<file path="config.mk">
export PLATFORM = sky130hd
export DESIGN_NAME = cdb_arbiter_flat
export DESIGN_NICKNAME = d
export VERILOG_FILES = /design/src/rtl/cdb_arbiter_pkg.sv /design/src/rtl/cdb_arbiter_if.sv /design/src/rtl/cdb_arbiter_rr_pick_n.sv /design/src/rtl/cdb_arbiter.sv /design/src/flat_wrapper.sv
export SDC_FILE = /design/constraint.sdc
export NUM_CORES = 1
export LEC_CHECK = 0
export ABC_AREA = 1
export ABC_CLOCK_PERIOD_IN_PS = 6900
export CELL_PAD_IN_SITES_DETAIL_PLACEMENT = 1
export CELL_PAD_IN_SITES_GLOBAL_PLACEMENT = 1
export CORE_MARGIN = 2
export CORE_UTILIZATION = 29
export DETAILED_ROUTE_END_ITERATION = 10
export GPL_ROUTABILITY_DRIVEN = 0
export PLACE_DENSITY_LB_ADDON = 0.08
export RECOVER_POWER = 25
export SETUP_SLACK_MARGIN = 0.4
export SKIP_LAST_GASP = 1
export SLEW_MARGIN = 10
export SYNTH_ARGS = -nofsm -noshare
export SYNTH_HDL_FRONTEND = slang
export SYNTH_SLANG_ARGS = --single-unit
</file>
<file path="constraint.sdc">
create_clock -name clock -period 6.9 [get_ports clock]
set_input_delay 1.725 -clock clock [delete_from_list [all_inputs] [get_ports clock]]
set_output_delay 1.725 -clock clock [all_outputs]
set_load 0.03 [all_outputs]
</file>
<file path="src/rtl/cdb_arbiter_pkg.sv">
// Shared types and sizing for the complete-stage CDB arbiter.
// The legacy defines remain the single source of truth for FU/CDB/PR counts.
`ifndef NUM_FU
`define NUM_FU 5
`endif
`ifndef NUM_CDB
`define NUM_CDB 2
`endif
`ifndef NUM_PR
`define NUM_PR 64
`endif

package cdb_arbiter_pkg;

  localparam int unsigned NUM_FU   = `NUM_FU;
  localparam int unsigned NUM_CDB  = `NUM_CDB;
  localparam int unsigned NUM_PR   = `NUM_PR;
  localparam int unsigned XLEN     = 64;
  localparam int unsigned TAG_W    = $clog2(NUM_PR);
  localparam int unsigned FU_IDX_W = (NUM_FU > 1) ? $clog2(NUM_FU) : 1;

  typedef struct packed {
    logic             valid;
    logic [TAG_W-1:0] T_idx;
    logic [XLEN-1:0]  result;
  } CDB_ENTRY_t;

  typedef CDB_ENTRY_t [NUM_CDB-1:0] CDB_PACKET_OUT_t;

  // Increment an FU index modulo NUM_FU without touching unused pointer codes.
  function automatic logic [FU_IDX_W-1:0] fu_idx_inc(input logic [FU_IDX_W-1:0] idx);
    if (idx == FU_IDX_W'(NUM_FU - 1)) begin
      return '0;
    end
    return idx + FU_IDX_W'(1);
  endfunction

endpackage

</file>
<file path="src/rtl/cdb_arbiter_if.sv">
// FU-bank to CDB arbiter bundle: per-FU results and hazards, registered CDB slots.
interface cdb_arbiter_if;
  import cdb_arbiter_pkg::*;

  logic [NUM_FU-1:0]       fu_done;
  logic [NUM_FU*TAG_W-1:0] fu_T_idx;
  logic [NUM_FU*XLEN-1:0]  fu_result;
  logic                    rollback_en;
  logic [NUM_FU-1:0]       full_hazard;
  logic [NUM_CDB-1:0]      cdb_valid;
  logic [NUM_CDB*TAG_W-1:0] cdb_T_idx;
  logic [NUM_CDB*XLEN-1:0] cdb_result;

  modport master (
    output fu_done, fu_T_idx, fu_result, rollback_en,
    input  full_hazard, cdb_valid, cdb_T_idx, cdb_result
  );

  modport slave (
    input  fu_done, fu_T_idx, fu_result, rollback_en,
    output full_hazard, cdb_valid, cdb_T_idx, cdb_result
  );

endinterface

</file>
<file path="src/rtl/cdb_arbiter_rr_pick_n.sv">
// Combinational rotating-priority picker: grants the first NUM_CDB requesters
// scanning from i_ptr upward modulo NUM_FU; the j-th grant lands in slot j.
module rr_pick_n #(
  parameter  int unsigned NUM_FU  = 5,
  parameter  int unsigned NUM_CDB = 2,
  localparam int unsigned IDX_W   = (NUM_FU > 1) ? $clog2(NUM_FU) : 1
) (
  input  logic [NUM_FU-1:0]              i_req,
  input  logic [IDX_W-1:0]               i_ptr,
  output logic [NUM_FU-1:0]              o_grant,
  output logic [NUM_CDB-1:0][NUM_FU-1:0] o_sel,
  output logic [IDX_W-1:0]               o_last
);

  localparam int unsigned SLOT_W = (NUM_CDB > 1) ? $clog2(NUM_CDB) : 1;

  // i_ptr is always < NUM_FU, so a single conditional subtract wraps the scan index.
  always_comb begin
    int unsigned cnt;
    int unsigned idx;
    o_grant = '0;
    o_sel   = '0;
    o_last  = '0;
    cnt     = 0;
    idx     = 0;
    for (int unsigned off = 0; off < NUM_FU; off++) begin
      idx = 32'(i_ptr) + off;
      if (idx >= NUM_FU) begin
        idx = idx - NUM_FU;
      end
      if (i_req[IDX_W'(idx)] && (cnt < NUM_CDB)) begin
        o_grant[IDX_W'(idx)]             = 1'b1;
        o_sel[SLOT_W'(cnt)][IDX_W'(idx)] = 1'b1;
        o_last                           = IDX_W'(idx);
        cnt                              = cnt + 1;
      end
    end
  end

endmodule

</file>
<file path="src/rtl/cdb_arbiter.sv">
// Complete-stage arbiter: picks up to NUM_CDB FU results per cycle, registers
// them onto the CDB, and back-pressures un-granted FUs via full_hazard.
module cdb_arbiter
  import cdb_arbiter_pkg::*;
(
  input logic          clock,
  input logic          reset,
  cdb_arbiter_if.slave bus
);

  logic                              w_arb_en;
  logic [NUM_FU-1:0]                 w_req;
  logic [NUM_FU-1:0]                 w_grant;
  logic [NUM_CDB-1:0][NUM_FU-1:0]    w_sel;
  logic [FU_IDX_W-1:0]               w_last;
  logic [FU_IDX_W-1:0]               r_rr_ptr;
  CDB_PACKET_OUT_t                   r_cdb;
  CDB_PACKET_OUT_t                   w_cdb_next;

  // Reset beats flush, flush beats requests: either one masks all requests.
  assign w_arb_en = ~reset & ~bus.rollback_en;
  assign w_req    = bus.fu_done & {NUM_FU{w_arb_en}};

  rr_pick_n #(
    .NUM_FU  (NUM_FU),
    .NUM_CDB (NUM_CDB)
  ) u_pick (
    .i_req   (w_req),
    .i_ptr   (r_rr_ptr),
    .o_grant (w_grant),
    .o_sel   (w_sel),
    .o_last  (w_last)
  );

  assign bus.full_hazard = w_req & ~w_grant;

  // Unused slots drop valid but keep their last tag/result.
  always_comb begin
    w_cdb_next = r_cdb;
    for (int k = 0; k < int'(NUM_CDB); k++) begin
      w_cdb_next[k].valid = 1'b0;
      for (int i = 0; i < int'(NUM_FU); i++) begin
        if (w_sel[k][i]) begin
          w_cdb_next[k].valid  = 1'b1;
          w_cdb_next[k].T_idx  = bus.fu_T_idx[i*TAG_W +: TAG_W];
          w_cdb_next[k].result = bus.fu_result[i*XLEN +: XLEN];
        end
      end
    end
  end

  always_ff @(posedge clock) begin
    if (reset) begin
      r_cdb    <= '0;
      r_rr_ptr <= '0;
    end else begin
      r_cdb <= w_cdb_next;
      if (|w_grant) begin
        r_rr_ptr <= fu_idx_inc(w_last);
      end
    end
  end

  always_comb begin
    bus.cdb_valid  = '0;
    bus.cdb_T_idx  = '0;
    bus.cdb_result = '0;
    for (int k = 0; k < int'(NUM_CDB); k++) begin
      bus.cdb_valid[k]                  = r_cdb[k].valid;
      bus.cdb_T_idx[k*TAG_W +: TAG_W]   = r_cdb[k].T_idx;
      bus.cdb_result[k*XLEN +: XLEN]    = r_cdb[k].result;
    end
  end

endmodule
</file>
<file path="src/flat_wrapper.sv">
// flat-port wrapper written by rule: the top's interface ports become plain ports
module cdb_arbiter_flat import cdb_arbiter_pkg::*;
  (clock, reset, bus_fu_done, bus_fu_T_idx, bus_fu_result, bus_rollback_en, bus_full_hazard, bus_cdb_valid, bus_cdb_T_idx, bus_cdb_result);
  cdb_arbiter_if bus_i ();
  input logic clock;
  input logic reset;
  input wire logic [$bits(bus_i.fu_done)-1:0] bus_fu_done;
  input wire logic [$bits(bus_i.fu_T_idx)-1:0] bus_fu_T_idx;
  input wire logic [$bits(bus_i.fu_result)-1:0] bus_fu_result;
  input wire logic [$bits(bus_i.rollback_en)-1:0] bus_rollback_en;
  output wire logic [$bits(bus_i.full_hazard)-1:0] bus_full_hazard;
  output wire logic [$bits(bus_i.cdb_valid)-1:0] bus_cdb_valid;
  output wire logic [$bits(bus_i.cdb_T_idx)-1:0] bus_cdb_T_idx;
  output wire logic [$bits(bus_i.cdb_result)-1:0] bus_cdb_result;
  assign bus_i.fu_done = bus_fu_done;
  assign bus_i.fu_T_idx = bus_fu_T_idx;
  assign bus_i.fu_result = bus_fu_result;
  assign bus_i.rollback_en = bus_rollback_en;
  assign bus_full_hazard = bus_i.full_hazard;
  assign bus_cdb_valid = bus_i.cdb_valid;
  assign bus_cdb_T_idx = bus_i.cdb_T_idx;
  assign bus_cdb_result = bus_i.cdb_result;
  cdb_arbiter u_core (.clock(clock), .reset(reset), .bus(bus_i));
endmodule
</file>
[Word-level counts from Yosys, hierarchy flattened]
Cells that the tools add are included.
Cells by class
  add/sub/neg operators: 13
  $lt $le $gt $ge: 27
  eq/ne operators: 1
  multiplexer cells: 66
  bitwise logic cells: 14
  reduce and logical (&&, ||, !) cells: 16
Operators by type and width (count)
  71-bit two-way mux: 10
  32-bit by 2-bit < comparator with 1-bit output (second input constant): 4
  32-bit by 1-bit adder with 32-bit output (second input constant): 3
  32-bit two-way mux: 3
  5-bit two-way mux: 9
  10-bit two-way mux: 4
  3-bit two-way mux: 12
  10-bit bitwise OR: 3
  5-bit demux with 1-bit select: 4
  3-bit by 4-bit < comparator with 1-bit output (second input constant): 5
  5-bit bitwise OR: 4
  4-bit by 3-bit greater-or-equal comparator with 1-bit output (second input constant): 4
  1-bit binary-select mux with 3-bit select: 5
  1-bit demux with 3-bit select: 5
  3-bit by 1-bit greater-or-equal comparator with 1-bit output (second input constant): 5
  3-bit subtractor (second input constant): 5
  1-bit two-way mux: 14
  1-bit logical AND: 13
  5-bit AND: 2
  5-bit by 10-bit bitwise OR with 10-bit output: 1
  5-bit nonzero test: 2
  3-bit by 2-bit adder with 4-bit output (second input constant): 2
  1-bit by 2-bit < comparator with 1-bit output (second input constant): 4
  5-bit NOT: 1
  other kinds (9): 13
Word-level totals
  flip-flop bits (word level): 145
  input port bits: 358
  output and inout port bits: 147
  word-level logic and storage cells: 144

[Depth between registers and ports, before layout]
Gate-level depths: netlist (run 1).
  depth after elaboration: 26
  gate-level depth with buffers: 34
  depth with buffers taken out: 31

[Cells and area by module]
A second synthesis (run 1) with hierarchy kept.
Unflattened totals
  cell total of the unflattened synthesis: 2403
  area, all modules: 13494.2 µm²
By module, submodules not included
  cdb_arbiter: instances 1, cells an instance 2053, area an instance 11664.9 µm², seq. area each 2902.8 µm²
  rr_pick_n: instances 1, cells an instance 350, area an instance 1829.3 µm², seq. area each 0.0 µm²

[Least setup slack after synthesis (run 1)]
No wires, ideal clock.
  kind: in2out
  start point: input port reset
  end point: output port bus_full_hazard[3]
  arrival time: 4740 ps
  data required time: 5175 ps
  setup slack: 435 ps
  stages: 22
  buffers on the path: 2
  cell sequence: inv_2 > nand2_2 > inv_2 > nand2_1 > inv_1 > nand3_1 > nand3_1 > nand3_2 > inv_2 > buf_4 > ha_1 > buf_2 > inv_1 > nand3_1 > nand2_4 > ha_1 > nor2_1 > nor2_1 > nor2_1 > nand2_1 > nor3_2 > nor3_1
Between the ends
  cells in the longest elaborated chain, start to end: 20
  elaborated cells on any way between the ends: 39
  classes of those cells: add/sub: 3; order compare: 4; mux: 19; bitwise: 9; reduce/logical: 4
Ends and longest elaborated chain
  start: declaration: line flat_wrapper.sv:6  | input logic reset;
  1-bit NOT *: line cdb_arbiter.sv:21  | assign w_arb_en = ~reset & ~bus.rollback_en;
  1-bit AND *: line cdb_arbiter.sv:21
  5-bit AND *: line cdb_arbiter.sv:22  | assign w_req = bus.fu_done & {NUM_FU{w_arb_en}};
  1-bit binary-select mux with 3-bit select: line cdb_arbiter_rr_pick_n.sv:31  | if (i_req[IDX_W'(idx)] && (cnt < NUM_CDB)) begin
  1-bit two-way mux (not written as such): line cdb_arbiter_rr_pick_n.sv:31
  1-bit two-way mux: line cdb_arbiter_rr_pick_n.sv:31
  32-bit by 2-bit < comparator with 1-bit output: line cdb_arbiter_rr_pick_n.sv:31
  1-bit logical AND: line cdb_arbiter_rr_pick_n.sv:31
  (+4 left out)
  32-bit by 2-bit < comparator with 1-bit output: line cdb_arbiter_rr_pick_n.sv:31
  1-bit logical AND: line cdb_arbiter_rr_pick_n.sv:31
  32-bit two-way mux: line cdb_arbiter_rr_pick_n.sv:31
  32-bit by 2-bit < comparator with 1-bit output: line cdb_arbiter_rr_pick_n.sv:31
  1-bit logical AND: line cdb_arbiter_rr_pick_n.sv:31
  5-bit two-way mux: line cdb_arbiter_rr_pick_n.sv:31
  5-bit NOT: line cdb_arbiter.sv:35  | assign bus.full_hazard = w_req & ~w_grant;
  5-bit AND *: line cdb_arbiter.sv:35
  end: declaration: line flat_wrapper.sv:11  | output wire logic [$bits(bus_i.full_hazard)-1:0] bus_full_hazard;
Mark *: on every way between the ends. The rest lies on a longest branch, timed or not. The select of a mux whose other input is x is not followed.

[Worst setup path in the final report (run 1)]
  start point: input port reset
  end point: output port bus_full_hazard[4]
The elaborated chain is that of the path after synthesis.

==> summary.txt, run 1 <==
Setup path
  • Crit path buf inv count: 5
  • Worst R2R Start: u_core.r_rr_ptr[1]
  • Crit path depth: 21
  • Slowest library cell on the worst path: o211ai_1
  • Worst-path cell chain: dlygate4sd2_1 > inv_4 > nand2_4 > buf_4 > nor2_4 > nand2_2 > nand2_2 > nor2_2 > nor2_4 > ha_4 > inv_4 > nand3_4 > nand2_4 > ha_1 > nor2_1 > nor2_1 > nor2_2 > nand3_2 > o211ai_1 > nor3_1 > buf_4
  • Top Family by Delay on Critical Path: simple AND/OR/NAND/NOR gates
  • Max Fanout on Critical Path: 5
  • Worst Setup Start Kind: input port
  • Critical path's largest stage delay: ~310 ps
  • Worst setup path start: reset
  • Required @ worst endpoint: between 5000 and 6000 ps
  • Crit end category: primary output
  • Worst reg2reg setup slack: between 1000 and 1500 ps
  • Critical path type: in -> out
  • CP Capture Point: bus_full_hazard[4]
  • R2R Path End: u_core.bus.cdb_result[14]
  • Crit path DAT: about 4700 ps
  • R2R cell count: 32

Timing
  • Post-layout min period: roughly 6400 ps
  • Worst-margin pin slew: 1180 ps
  • Final Skew: around 11 ps
  • Final Max Tran Viols: 0
  • Final period util: 92.4%
  • # setup viols final: 0
  • Final hold violation count: 0
  • Unrepaired setup endpoints after global routing: no
  • Fmax: around 160 MHz
  • Setup ws final: about 520 ps
  • Rel. slew slack: 21.3%

Synth
  • Sequential-to-total area share from yosys stat: 22.0%
  • Post-Syn Area per Cell: ~5.5 µm²
  • Mapped Area: approximately 0.013 mm²
  • Synth cell types: 39
  • Main flop type after synthesis: dfxtp_1
  • Synthesis-stage register bit count: 145
  • Syn Nets: roughly 2800
  • Area leader, netlist: nand2_1
  • Synth top area share: a little over a quarter
  • Post-synthesis async set-or-reset flop share: 0%
  • Yosys Warn Count: 0
  • EDFF count, synth: 0
  • Area contributors post-synth: nand2_1 27%, dfxtp_1 22%, nand3_1 13%
  • Post-synthesis cell count: approximately 2400

Global route
  • First-pass GRT wire length: around 120000 µm
  • Vias in the first global route: 19300
  • GRT overflow: 0
  • Maximum number of pins on one net before global-route repair: 75
  • Initial antenna violation count: 24
  • Total Routing Usage GR: between 30% and 40%

Floorplan
  • Die Span Y: 217 µm
  • Number of I/O pins: between 500 and 600
  • Initial core utilization: between 20 and 30%
  • Die ar.: about 0.047 mm²
  • Site Rows: 78
  • Die width: roughly 220 µm
  • Core area: about 0.045 mm²

Worst hold path
  • Hold WC Path Type: reg -> reg
  • Start point of the worst hold path: u_core.bus.cdb_result[81]
  • Worst hold stages: 2

Drt
  • Avg WL per Cell: around 22 µm
  • Wl on met1: 31100 µm
  • Vias per cell: approximately 5.4
  • Drt total wl: a little under 80000 µm
  • DRT iter0 DRCs: around 1100
  • DRC Markers: 0
  • DRT antenna net count: 0
  • Drt pass-1 iters: 5
  • Via count: 18800
  • Uppermost routed layer: met5
  • Met3 wire length: approximately 6000 µm
  • WL met2: approximately 37000 µm

Clock network
  • Clock slew at reported path FFs: 70 ps
  • Clk_lat worst skew: between 400 and 500 ps
  • Sink Count: 145
  • CTS H-tree lvls: 4
  • Root Driver: clkbuf_16
  • CTS tree: done
  • CTS max path bufs: 2
  • Hold-fix buffers, CTS: 0
  • CTS buffer count: 17

Outcome
  • Outcome: finished clean

Cells and area
  • Layout cells sized above 1: 7.19%
  • NumNets Final: roughly 3200
  • Fillers: 5998
  • Final Non-Filler Cells: approximately 3500
  • Area grow syn2layout: 49.3%

Placement
  • Count of placed standard cells including taps: 3399
  • Port bufs: 504
  • Dpl ws: -322 ps
  • Post-DP HPWL: roughly 54000 µm

Flow run
  • Max_cap viols: 0
worst min path at each step:
stage | endpoint | slack, ps
floorplan | u_core.bus.cdb_T_idx[10] | 600
global placement | u_core.bus.cdb_result[69] | 460
detailed placement | u_core.bus.cdb_result[89] | 470
CTS | u_core.bus.cdb_T_idx[11] | 480
global route | u_core.bus.cdb_result[53] | 490
finish | u_core.bus.cdb_result[81] | 480
cells by family (layout without fill, tap and decap cells):
family | count (synthesis) | in the layout | share of synthesized area [%]
other | 0 | 17 | 0
buffers and inverters | 381 | 813 | 12.4
XOR/XNOR | 2 | 2 | 0.133
AND/OR/NAND/NOR | 1540 | 1540 | 51.4
AO/OA/AOI/OAI | 322 | 322 | 12.6
flip-flops | 145 | 145 | 22.0
adder cells (fa/ha/maj) | 15 | 15 | 1.48
final cells by class:
cell class / count / area, µm² / share of cell area [%]
timing repair buffer: 581 / 5800 / 29.4
tap: 600 / 751 / 3.81
antenna: 17 / 42.5 / 0.216
multi-input combinational: 1879 / 8870 / 45.0
sequential: 145 / 2900 / 14.7
clock buffer: 20 / 457 / 2.32
clock inverter: 12 / 135 / 0.685
inverter: 200 / 759 / 3.85
worst register-to-register path, delay by kind of cell (launching register included):
kind          cells  cell delay, ps
buf+inv           8            1310
flops             1             430
simple gates     20            2630
fa+ha+maj         4            1240
state kept, by name, summed over array words and instances (netlist names):
name,count
u_core.bus.cdb_result,128
u_core.bus.cdb_valid,2
u_core.r_rr_ptr,3
u_core.bus.cdb_T_idx,12
what timing repair did:
action	in CTS	in global routing
pin swaps	5	16
resized for setup	26	21
buffers inserted	2	4
setup endpoints to repair	5	5
metrics by stage:
| stage | area [µm²] | hold slack [ps] | util, % | TNS [ps] |
|---|---|---|---|---|
| final | 19700 | 477 | 43.7 | 0 |
| after global routing | 19700 | 492 | 43.6 | 0 |
| after CTS | 19600 | 483 | 43.3 | 0 |
| after detailed placement | 18900 | 467 | 41.9 | -644 |
| after global placement | 18900 | 463 | 41.9 | -336 |
| after floorplan | 13200 | 601 | - | 0 |
cell usage after synthesis, drive strengths merged (2+ instances only):
master / number
nand2: 973
nand3: 344
a21oi: 292
inv: 199
nand4: 151
dfxtp: 145
buf: 94
clkbuf: 87
nor2: 59
o21ai: 19
ha: 14
nor3: 9
o211ai: 6
nand3b: 2
per-layer routing:
| metal | global-route usage, % | up-vias |
|---|---|---|
| met4 | 15.1 | 16 |
| met1 | 37.5 | 9083 |
| met3 | 8.91 | 156 |
| li1 | - | 8769 |
| met2 | 53.7 | 729 |
| met5 | 0 | - |
cell usage in the layout, fill, tap and decap left out, types with 9 or more instances in the layout:
cell               n
nor2_1            42
inv_2             19
clkbuf_16         17
clkdlybuf4s50_1  424
diode_2           17
dlygate4sd3_1     73
buf_12            15
a21oi_1          290
dfxtp_1          144
nand3_1          337
nor2_2             9
nand4_1          151
nand2_2           17
inv_1            176
buf_4             64
ha_1              12
o21ai_0           12
nand2_1          940
nand2_4           14
Power of run 1 is not shown: default switching activity piles up to over one toggle a cycle in this logic, so the estimate is an artifact.
==> inputs of run 2 (changes only) <==
--- a/config.mk
+++ b/config.mk
@@ -14,7 +14,7 @@
 export DETAILED_ROUTE_END_ITERATION = 10
 export GPL_ROUTABILITY_DRIVEN = 0
 export PLACE_DENSITY_LB_ADDON = 0.08
-export RECOVER_POWER = 25
+export RECOVER_POWER = 50
 export SETUP_SLACK_MARGIN = 0.4
 export SKIP_LAST_GASP = 1
 export SLEW_MARGIN = 10
==> summary.txt, run 2 (synthesized netlist as in run 1, its figures left out) <==
Drt
  • Drt pass-1 iters: 5 (unchanged)
  • Via count: 18700 (-0.16%)
  • Vias per cell: 5.42 (-0.16%)
  • Avg WL per Cell: 22.3 µm (-0.12%)
  • DRT iter0 DRCs: 1142 (+1.4%)
  • Drt total wl: 76900 µm (-0.12%)
  • DRT antenna net count: 0 (unchanged)
  • DRC Markers: 0 (unchanged)

Setup path
  • Crit end category: primary output
  • R2R cell count: 30 (-6.3%)
  • Worst Setup Start Kind: input port
  • Worst reg2reg setup slack: 810 ps (-430 ps)
  • Critical path type: in -> out
  • Max Fanout on Critical Path: 5 (unchanged)
  • Worst R2R Start: u_core.r_rr_ptr[1]
  • Crit path DAT: 4740 ps (+90 ps)
  • R2R Path End: u_core.bus.cdb_result[84]
  • Required @ worst endpoint: 5180 ps (about the same)

Timing
  • Setup ws final: 435 ps (-88.4 ps)
  • # setup viols final: 0 (unchanged)
  • Worst-margin pin slew: 1520 ps (+343 ps)
  • Final Max Tran Viols: 31 (+31)
  • Unrepaired setup endpoints after global routing: no
  • Fmax: 155 MHz (-1.4%)
  • Post-layout min period: 6460 ps (+88.4 ps)
  • Final hold violation count: 0 (unchanged)
  • Final Skew: 10.8 ps (-0.0595 ps)
  • Rel. slew slack: -1.61% (-23 points)
  • Final period util: 93.7% (+1.3 points)

Worst hold path
  • Hold WC Path Type: reg -> reg
  • Worst hold stages: 2 (unchanged)
  • WHS Endpoint: u_core.bus.cdb_result[9]
  • Start point of the worst hold path: u_core.bus.cdb_result[9]

Clock network
  • CTS max path bufs: 2 (unchanged)
  • Hold-fix buffers, CTS: 0 (unchanged)
  • CTS buffer count: 17 (unchanged)
  • Root Driver: clkbuf_16
  • Clock slew at reported path FFs: 60 ps (about the same)
  • CTS tree: done
  • Clk_lat worst skew: 490 ps (about the same)
  • CTS H-tree lvls: 4 (unchanged)
  • Sink Count: 145 (unchanged)

Global route
  • Vias in the first global route: 19300 (unchanged)
  • GRT overflow: 0 (unchanged)
  • Maximum number of pins on one net before global-route repair: 75 (unchanged)
  • Total Routing Usage GR: 31.9% (unchanged)
  • First-pass GRT wire length: 115000 µm (unchanged)
  • Initial antenna violation count: 24 (unchanged)

Placement
  • Dpl ws: -322 ps (unchanged)
  • Port bufs: 504 (unchanged)
  • Post-DP HPWL: 54000 µm (unchanged)
  • DP Area: 0.0189 mm² (unchanged)

Cells and area
  • NumNets Final: 3197 (unchanged)
  • Largest register FFs: 128 (unchanged)
  • Area grow syn2layout: 49.2% (about the same)
  • Most common cell after layout, fill and taps aside: nand2_1
  • Leading cell types in the layout, fill and taps excluded: 941 x nand2_1, 355 x clkdlybuf4s50_1, 338 x nand3_1, 290 x a21oi_1, 176 x inv_1
  • Footprint of the multi-input gates: 0.00886 mm² (-0.17%)
  • Layout cells sized above 1: 7.08% (-0.11 points)
  • Sequential Area: 0.00290 mm² (unchanged)
  • Post-route cell area: 0.0197 mm² (about the same)
  • Fillers: 5999 (+0.017%)

Floorplan
  • Number of I/O pins: 505 (unchanged)
  • Die width: 217 µm (unchanged)
  • Core area: 0.0452 mm² (unchanged)
  • Initial core utilization: 29.2% (unchanged)
  • Die Span Y: 217 µm (unchanged)
  • Die ar.: 0.0473 mm² (unchanged)
  • Site Rows: 78 (unchanged)

Outcome
  • Failing checks: capacitance limit, slew limit
  • Outcome: complete, but fails checks

Flow run
  • Max_cap viols: 1 (+1)
run 2: cell types whose count changed in the layout (fill, tap and decap cells not counted):
cell / before / now
clkdlybuf4s50_1: 424 / 355
nand3_2: 4 / 3
nor2_2: 9 / 8
nand3_1: 337 / 338
nand2_4: 14 / 13
nand2_1: 940 / 941
dlygate4sd3_1: 73 / 142
nor2_1: 42 / 43
run 2: cell type report:
cell class | count | share of cell area [%]
Multi-Input combinational cell | 1879 | 44.9
Timing Repair Buffer | 581 | 29.4
Sequential cell | 145 | 14.7
Inverter | 200 | 3.85
Tap cell | 600 | 3.81
Clock buffer | 20 | 2.32
Clock inverter | 12 | 0.686
Antenna cell | 17 | 0.216
run 2: worst max path at each step:
stage | startpoint | endpoint | slack (ps) | depth (start not counted)
final | reset | bus_full_hazard[4] | 440 | 21
after floorplan | reset | bus_full_hazard[3] | 430 | 22
after global placement | reset | bus_full_hazard[4] | -190 | 20
after CTS | u_core.r_rr_ptr[1] | bus_full_hazard[4] | 410 | 24
after global routing | reset | bus_full_hazard[4] | 230 | 21
after detailed placement | reset | bus_full_hazard[4] | -320 | 20
run 2: per-stage QoR:
stage	setup TNS, ps	hold slack, ps	util, %	std cells
detailed placement	-644	467	41.9	3399
global placement	-336	463	41.9	3399
floorplan	0	601	-	2405
global route	0	492	43.6	3450
CTS	0	483	43.3	3433
finish	0	476	43.6	3454
run 2: repair_timing:
| item | 4_1_cts | 5_1_grt |
|---|---|---|
| setup buffers | 2 | 4 |
| pin swaps | 5 | 16 |
| gates resized for setup | 26 | 21 |
| endpoints found under the setup margin | 5 | 5 |
run 2: metal layers:
| metal | global-route usage [%] | part of all wire [%] |
|---|---|---|
| met5 | 0 | 0.14 |
| met4 | 15.1 | 3.7 |
| met3 | 8.91 | 7.4 |
| met2 | 53.7 | 48 |
| met1 | 37.5 | 41 |
run 2: critical path: stages:
cell and delay, ps:
dlygate4sd2_1 260, inv_4 130, nand2_4 100, buf_4 150, nor2_4 140, nand2_2 80, nand2_2 80, nor2_2 50
nor2_4 180, ha_4 260, inv_4 70, nand3_4 70, nand2_4 80, ha_1 220, nor2_1 120, nor2_1 60
nor2_1 170, nand3_1 180, o211ai_1 320, nor3_1 100, buf_4 180
Power of run 2 is left out for the same reason.
